File: src/rtl/move_seq_player.sv
// Records 24-bit move words into a single-port memory and replays them over valid/ready.
// Optional `REVERSE_PLAY_EN adds play_rev for count-1..0 (undo) replay order.
module move_seq_player #(
  parameter int DW    = 24,
  parameter int DEPTH = 256,
  parameter int AW    = 8
) (
  input  logic          clk,
  input  logic          rst_n,
  input  logic          rec_valid,
  output logic          rec_ready,
  input  logic [DW-1:0] rec_data,
  input  logic          clear,
  input  logic          play_start,
`ifdef REVERSE_PLAY_EN
  input  logic          play_rev,
`endif
  output logic          play_valid,
  input  logic          play_ready,
  output logic [DW-1:0] play_data,
  output logic          done,
  output logic          busy,
  output logic          full,
  output logic [AW:0]   count,
  output logic [23:0]   mem_addr,
  output logic [DW-1:0] mem_wdata,
  output logic          mem_we,
  input  logic [DW-1:0] mem_rdata
);

  typedef enum logic [1:0] {
    IDLE,
    FETCH,
    PRESENT,
    DONE
  } state_e;

  localparam logic [AW:0] DEPTH_C = (AW+1)'(DEPTH);

  state_e        state_q, state_d;
  logic [AW:0]   count_q, count_d;
  logic [AW-1:0] ptr_q, ptr_d;
  logic [AW-1:0] addr_q, addr_d;
  logic [DW-1:0] wdata_q, wdata_d;
  logic          we_q, we_d;
  logic          pv_q, pv_d;
  logic [DW-1:0] pd_q, pd_d;
  logic          rev_q, rev_d;
  logic          start_rev;

  logic          idle;
  logic          is_full;
  logic          rec_fire;
  logic          start_ok;
  logic          clr_ok;
  logic          last;
  logic [AW:0]   cnt_m1;
  logic [AW-1:0] first_idx;
  logic [AW-1:0] ptr_nxt;

`ifdef REVERSE_PLAY_EN
  assign start_rev = play_rev;
`else
  assign start_rev = 1'b0;
`endif

  assign idle      = (state_q == IDLE);
  assign is_full   = (count_q == DEPTH_C);
  assign rec_ready = idle & ~is_full
                   & ~play_start & ~clear;
  assign rec_fire  = rec_valid & rec_ready;
  assign start_ok  = idle & play_start
                   & (count_q != '0);
  assign clr_ok    = idle & clear & ~start_ok;

  assign cnt_m1    = count_q - 1'b1;
  assign first_idx = start_rev ? cnt_m1[AW-1:0]
                               : '0;
  assign last      = rev_q ? (ptr_q == '0)
                           : (ptr_q == cnt_m1[AW-1:0]);
  assign ptr_nxt   = rev_q ? ptr_q - 1'b1
                           : ptr_q + 1'b1;

  always_ff @(posedge clk or negedge rst_n) begin
    if (!rst_n) begin
      state_q <= IDLE;
    end else begin
      state_q <= state_d;
    end
  end

  always_comb begin
    state_d = state_q;
    unique case (state_q)
      IDLE: begin
        if (start_ok) state_d = FETCH;
      end
      FETCH: state_d = PRESENT;
      PRESENT: begin
        if (play_ready) begin
          state_d = last ? DONE : FETCH;
        end
      end
      DONE: state_d = IDLE;
      default: state_d = IDLE;
    endcase
  end

  always_comb begin
    busy = (state_q != IDLE);
    done = (state_q == DONE);
  end

  always_comb begin
    count_d = count_q;
    ptr_d   = ptr_q;
    addr_d  = addr_q;
    wdata_d = wdata_q;
    we_d    = 1'b0;
    pv_d    = pv_q;
    pd_d    = pd_q;
    rev_d   = rev_q;
    unique case (1'b1)
      rec_fire: begin
        we_d    = 1'b1;
        addr_d  = count_q[AW-1:0];
        wdata_d = rec_data;
        count_d = count_q + 1'b1;
      end
      clr_ok: begin
        count_d = '0;
      end
      start_ok: begin
        ptr_d  = first_idx;
        addr_d = first_idx;
        rev_d  = start_rev;
      end
      (state_q == FETCH): begin
        pd_d = mem_rdata;
        pv_d = 1'b1;
      end
      (state_q == PRESENT && play_ready): begin
        pv_d = 1'b0;
        if (!last) begin
          ptr_d  = ptr_nxt;
          addr_d = ptr_nxt;
        end
      end
      default: begin
      end
    endcase
  end

  always_ff @(posedge clk or negedge rst_n) begin
    if (!rst_n) begin
      count_q <= '0;
      ptr_q   <= '0;
      addr_q  <= '0;
      wdata_q <= '0;
      we_q    <= 1'b0;
      pv_q    <= 1'b0;
      pd_q    <= '0;
      rev_q   <= 1'b0;
    end else begin
      count_q <= count_d;
      ptr_q   <= ptr_d;
      addr_q  <= addr_d;
      wdata_q <= wdata_d;
      we_q    <= we_d;
      pv_q    <= pv_d;
      pd_q    <= pd_d;
      rev_q   <= rev_d;
    end
  end

  assign full       = is_full;
  assign count      = count_q;
  assign mem_addr   = {{(24-AW){1'b0}}, addr_q};
  assign mem_wdata  = wdata_q;
  assign mem_we     = we_q;
  assign play_valid = pv_q;
  assign play_data  = pd_q;

endmodule

File: config.mk
export PLATFORM = sky130hd
export DESIGN_NAME = move_seq_player
export DESIGN_NICKNAME = d
export VERILOG_FILES = /design/src/rtl/move_seq_player.sv
export SDC_FILE = /design/constraint.sdc
export NUM_CORES = 1
export LEC_CHECK = 0
export ABC_AREA = 1
export ABC_CLOCK_PERIOD_IN_PS = 1700
export CAP_MARGIN = 0
export CORE_UTILIZATION = 41
export CTS_CLUSTER_SIZE = 8
export DETAILED_ROUTE_END_ITERATION = 8
export GPL_TIMING_DRIVEN = 1
export PLACE_DENSITY_LB_ADDON = 0.08
export RECOVER_POWER = 50
export SYNTH_ARGS = -nofsm -noshare
export SYNTH_HDL_FRONTEND = slang
export SYNTH_SLANG_ARGS = --single-unit
File: constraint.sdc
create_clock -name clk -period 1.7 [get_ports clk]
set_clock_uncertainty 0.05 [all_clocks]
set_input_delay 0.34 -clock clk [delete_from_list [all_inputs] [get_ports clk]]
set_output_delay 0.34 -clock clk [all_outputs]
set_load 0.02 [all_outputs]
Yosys cells after proc, flatten, opt, wreduce, memory -nomap -nowiden
Index checks and enable logic that the tools add are counted.
- bitwise logic cells: 12
- add/subtract/negate cells: 3
- multiplexer cells: 10
- reduce and logical (&&, ||, !) cells: 11
- equal/unequal tests: 8
- operators by type and width (cell ; count):
    case mux 8 bit (3 select lines) ; 1
    case mux 9 bit (2 select lines) ; 1
    case mux 8 bit (2 select lines) ; 1
    adder 9 x 1 -> 9 bit (second input constant) ; 1
    == test 9 bit (second input constant) ; 1
    nonzero test 9 bit ; 1
    adder 8 x 1 -> 8 bit (second input constant) ; 1
    bitwise AND 1 bit ; 8
    == test 8 bit ; 1
    two-way mux 8 bit ; 1
    case mux 2 bit (4 select lines) ; 1
    nonzero test 2 bit ; 4
    subtractor 8 x 1 -> 8 bit (second input constant) ; 1
    two-way mux 2 bit ; 3
    AND reduction 2 bit ; 3
    == test 2 bit (second input constant) ; 2
    inequality test 2 bit (second input constant) ; 2
    NOT 1 bit ; 4
    nonzero test 3 bit ; 1
    == test 2 x 1 -> 1 bit (second input constant) ; 1
    zero test 2 bit ; 1
    inequality test 2 x 1 -> 1 bit (second input constant) ; 1
    case mux 1 bit (2 select lines) ; 1
    logical AND 1 bit ; 1
    two-way mux 1 bit ; 1
- register bits after elaboration: 77
- logic and storage cells: 52
- output and inout bits: 87
- bits of input ports: 54

Longest topological paths before layout
- depth after elaboration: 8
- mapped depth: 14

Worst setup path after synthesis
OpenSTA, ideal clock, no wires.
- kind: register to register
- start: reg count_q[0] (netlist: count[0])
- end: reg ptr_q[5]
- setup slack: -0.332 ns
- setup time: 0.117 ns
- data arrival time: 1.866 ns
- period minus slack after synthesis: 2.032 ns
- stages on the path, launching flop included: 15
- cells stage by stage: dfrtp_1 > inv_1 > ha_1 > inv_1 > nand2_1 > nand2_1 > nand3_1 > nor2_1 > nand3_1 > nor2_2 > nand2_2 > nand2_4 > nand2_4 > nand2_1 > nand2_1
- cells in the longest elaborated chain, start to end: 4
- elaborated cells on any way between the ends: 8
- classes of those cells: 1 x add/sub; 2 x eq/ne; 1 x mux; 1 x bitwise; 3 x reduce/logical
- ends and longest elaborated chain (what ; RTL line ; RTL):
    start, declared ; 41 ; logic [AW:0] count_q, count_d;
    start signal, assigned ; 165 ; count_q <= count_d;
    subtractor 8 x 1 -> 8 bit or nonzero test 9 bit (tied branches) ; 76, 73 ;
    == test 8 bit or bitwise AND 1 bit (tied branches) ; 80, 73 ;
    inequality test 2 bit (no source line) or nonzero test 2 bit (tied branches) ; - ;
    AND reduction 2 bit (no source line) ; - ;
    end signal, assigned ; 166 ; ptr_q <= ptr_d;
    end, declared ; 42 ; logic [AW-1:0] ptr_q, ptr_d;
Parallel ways exist; a longest one is shown, timed or not.
A chain may end at the register's enable or synchronous reset.

Worst setup path in the final report
- start: reg count_q[0] (netlist: count[0])
- end: out rec_ready
- cells in the longest elaborated chain, start to end: 5
- ends and longest elaborated chain (what ; RTL line ; RTL):
    == test 9 bit ; 68 ; assign is_full = (count_q == DEPTH_C);
    NOT 1 bit ; 69 ; assign rec_ready = idle & ~is_full
    bitwise AND 1 bit ; 69 ;
    bitwise AND 1 bit (2 in a row) ; 70 ; & ~play_start & ~clear;
    end, declared ; 11 ; output logic rec_ready,
No other way between the ends.

==> qor.csv <==
stage,metric,value,unit
yosys,synth-seq-cells,77,
power_and_ir_drop,finalPower,8.99,mW
critical_path,cpPeakStageDelay,430,ps
critical_path,path_class,reg2out,
grt,grt_pass1_wl,18.4,mm
final_layout,fin_area,6520,µm²
sta,finalWorstSetupSlack,-266,ps
cts,htreeDepth,3,
sta,finalHoldViolations,0,
die,num_rows,35,
placed_design,gp_congestion,0.838,
sta,maxSlewViolCount,0,
placed_design,io_buffers,124,
job,maxCapViolations,0,
detailed_routing,drtIter0Drc,118,
final_layout,diodes,0,
run_status,status,finished with violations,
critical_path,worstReg2RegEnd,ptr_q[5],
grt,grt_max_degree,45,
detailed_routing,drcViolationCount,0,
final_layout,final_nets,751,
yosys,synth_async_sr_flop_share,1.00,
power_and_ir_drop,p_leak,3.53,nW
critical_path,critPathMaxFanout,2,
critical_path,rr_worst_depth,14,
final_layout,final_util,0.699,
critical_path,critPathRequiredTime,1310,ps
die,die_area,10100,µm²
sta,tightest_slew,926,ps
power_and_ir_drop,vdd_ir_drop_max,825,µV
grt,grt.overflow.total,0,
die,ios,141,
yosys,synth_top_area_share,0.484,
critical_path,crit_top_cell,nand2_4,
min_path,holdPathStages,2,
detailed_routing,dr.pass1.iters,4,
yosys,yosys_warnings,0,
cts,clock_latency,350,ps
placed_design,hpwl,7.70,mm
yosys,synth_area_leaders,"dfrtp_1, nand2_1, nand3_1",
critical_path,crit_end,rec_ready,
sta,period_minus_slack,1970,ps
final_layout,syn2layout_area_growth,63.7,%
grt,grt_pass1_vias,3824,
yosys,synth_cell_types,35,
detailed_routing,wl_per_cell,13.9,µm
sta,slew_headroom,0.383,
power_and_ir_drop,powerDensity,1380,nW/µm²
cts,cts_buffers,9,
critical_path,rrSetupSlack,-240,ps
cts,cts_tree,built,
critical_path,reg2reg_from,count[0],
critical_path,startpoint,count[0],
critical_path,cpMaxStageDelayCell,dfrtp_2,
die,die_h,101,µm
yosys,ys_top_cells_by_count,"nand2_1, dfrtp_1, nand3_1, inv_1, buf_4",
cts,clkSinkCount,77,
critical_path,critPathArrivalTime,1580,ps
yosys,synth_area,3980,µm²
die,core,9330,µm²
final_layout,drive_above_1_share,0.310,
grt,track_usage,0.233,
cts,clkTransAtPathRegs,90,ps
yosys,avgSynthCellArea,7.99,µm²
sta,post-route-period-util,1.16,
yosys,yosys.area.top_type,dfrtp_1,
placed_design,place_area,5660,µm²
detailed_routing,vias_per_cell,4.77,
detailed_routing,antenna_left,0,
critical_path,path_cells,"inv_4, ha_4, nand2_4, inv_2, nand2_2, nor2_4, nand2_4, nand2_4, inv_4, buf_6",
yosys,synth_most_common_cell,nand2_1,
yosys,syn-instance-count,498,
die,start_util,0.427,
sta,fin_hold_ws,421,ps
sta,rsz0062_at_grt,yes,
detailed_routing,drt_wl_total,11.5,mm
sta,fmax,509,MHz
die,dieWidth,101,µm
sta,setup_viol,53,
cts,clockBufferDepth,2,
yosys,synth_edf_count,0,
grt,antenna_found_initial,0,
yosys,ys_seq_area_frac,0.484,
placed_design,place_inst,785,
detailed_routing,vias,3948,
min_path,min_path_type,reg2reg,
critical_path,start_kind,flip-flop,
cts,clockRootBuffer,clkbuf_8,
yosys,ys.flop_type,dfrtp_1,
final_layout,fin_cells,828,
critical_path,endpoint_kind,output port,
run_status,violations,setup timing,
-- layer usage --
| metal | global-route usage | wire length [µm] | vias to the layer above |
|---|---|---|---|
| li1 | - | - | 1912 |
| met2 | 0.375 | 5610 | 144 |
| met5 | 0 | 0 | - |
| met1 | 0.308 | 4970 | 1866 |
| met4 | 0.0847 | 265 | 0 |
| met3 | 0.0534 | 686 | 26 |
-- kinds of logic (layout without fill, tap and decap cells) --
kind of cell               count (synthesis)  after routing  share of synthesized area
DFF                                       77             77                      0.484
adders and majority gates                  3              3                    0.00943
AOI/OAI and AO/OA                         15             15                     0.0242
other                                      1             16                   0.000942
and+or+nand+nor                          324            327                      0.373
buffers and inverters                     72            255                     0.0955
xor gates and xnor gates                   6              6                     0.0132
-- power by group --
part / internal, mW / total, mW / switching, mW
registers: 2.48 / 2.82 / 0.344
logic: 1.97 / 4.86 / 2.89
clock network: 0.549 / 1.31 / 0.761
-- cell usage in the layout (no fill, tap or decap), types with 4 or more instances in the layout --
cell type        instances
inv_1                   28
xor2_1                   5
nor2_4                   7
dlygate4sd2_1           62
nand4_1                  4
dfrtp_1                 72
nand2_2                 44
nand2_1                177
clkdlybuf4s50_1         52
buf_6                   14
nand2_4                 18
nand3_4                  5
o21ai_1                  4
buf_16                   4
nor2_1                  10
buf_12                   7
nand3_2                 18
buf_4                   46
inv_2                    8
conb_1                  16
clkbuf_8                 9
nand3_1                 30
nand2_8                  4
dfrtp_2                  5
-- area by class of cell --
cell class,count,area [µm²]
timing repair buffer,199,1950
multi-input combinational,367,2130
fill,754,2810
tap,129,161
clock buffer,9,124
sequential,77,1930
inverter,40,158
clock inverter,7,55.1
-- flip-flops by register name (all words and copies together) (netlist names) --
name / flops
count: 9
mem_wdata: 24
play_data: 24
mem_we: 1
addr_q: 8
ptr_q: 8
play_valid: 1
state_q: 2
-- stage by stage --
stage	worst slack (ps)	setup TNS [ps]
4_1_cts	-296	-9640
2_1_floorplan	-120	-1280
3_3_place_gp	-515	-10130
3_5_place_dp	-507	-10580
6_report	-266	-8310
5_1_grt	-360	-13040
-- timing repair --
item,in CTS,in global routing
hold endpoints to repair,13,0
pin swaps,17,38
hold buffers,1,0
setup endpoints to repair,120,62
setup buffers,13,7
gates resized for setup,125,91
gates cloned,7,1
-- how the worst min path moves through the flow --
stage | from | endpoint
6_report | play_data[0] | play_data[0]
4_1_cts | rst_n | play_data[11]
3_5_place_dp | rst_n | ptr_q[1]
2_1_floorplan | rst_n | addr_q[0]
5_1_grt | play_data[17] | play_data[17]
3_3_place_gp | rst_n | ptr_q[1]
-- critical path: cells and delay by family, from the launching register on --
kind          cells  cell delay (ps)
fa+ha+maj         1              140
buf+inv           4              270
flops             1              430
simple gates      5              380
No activity file was read; power rests on OpenSTA's default activity.
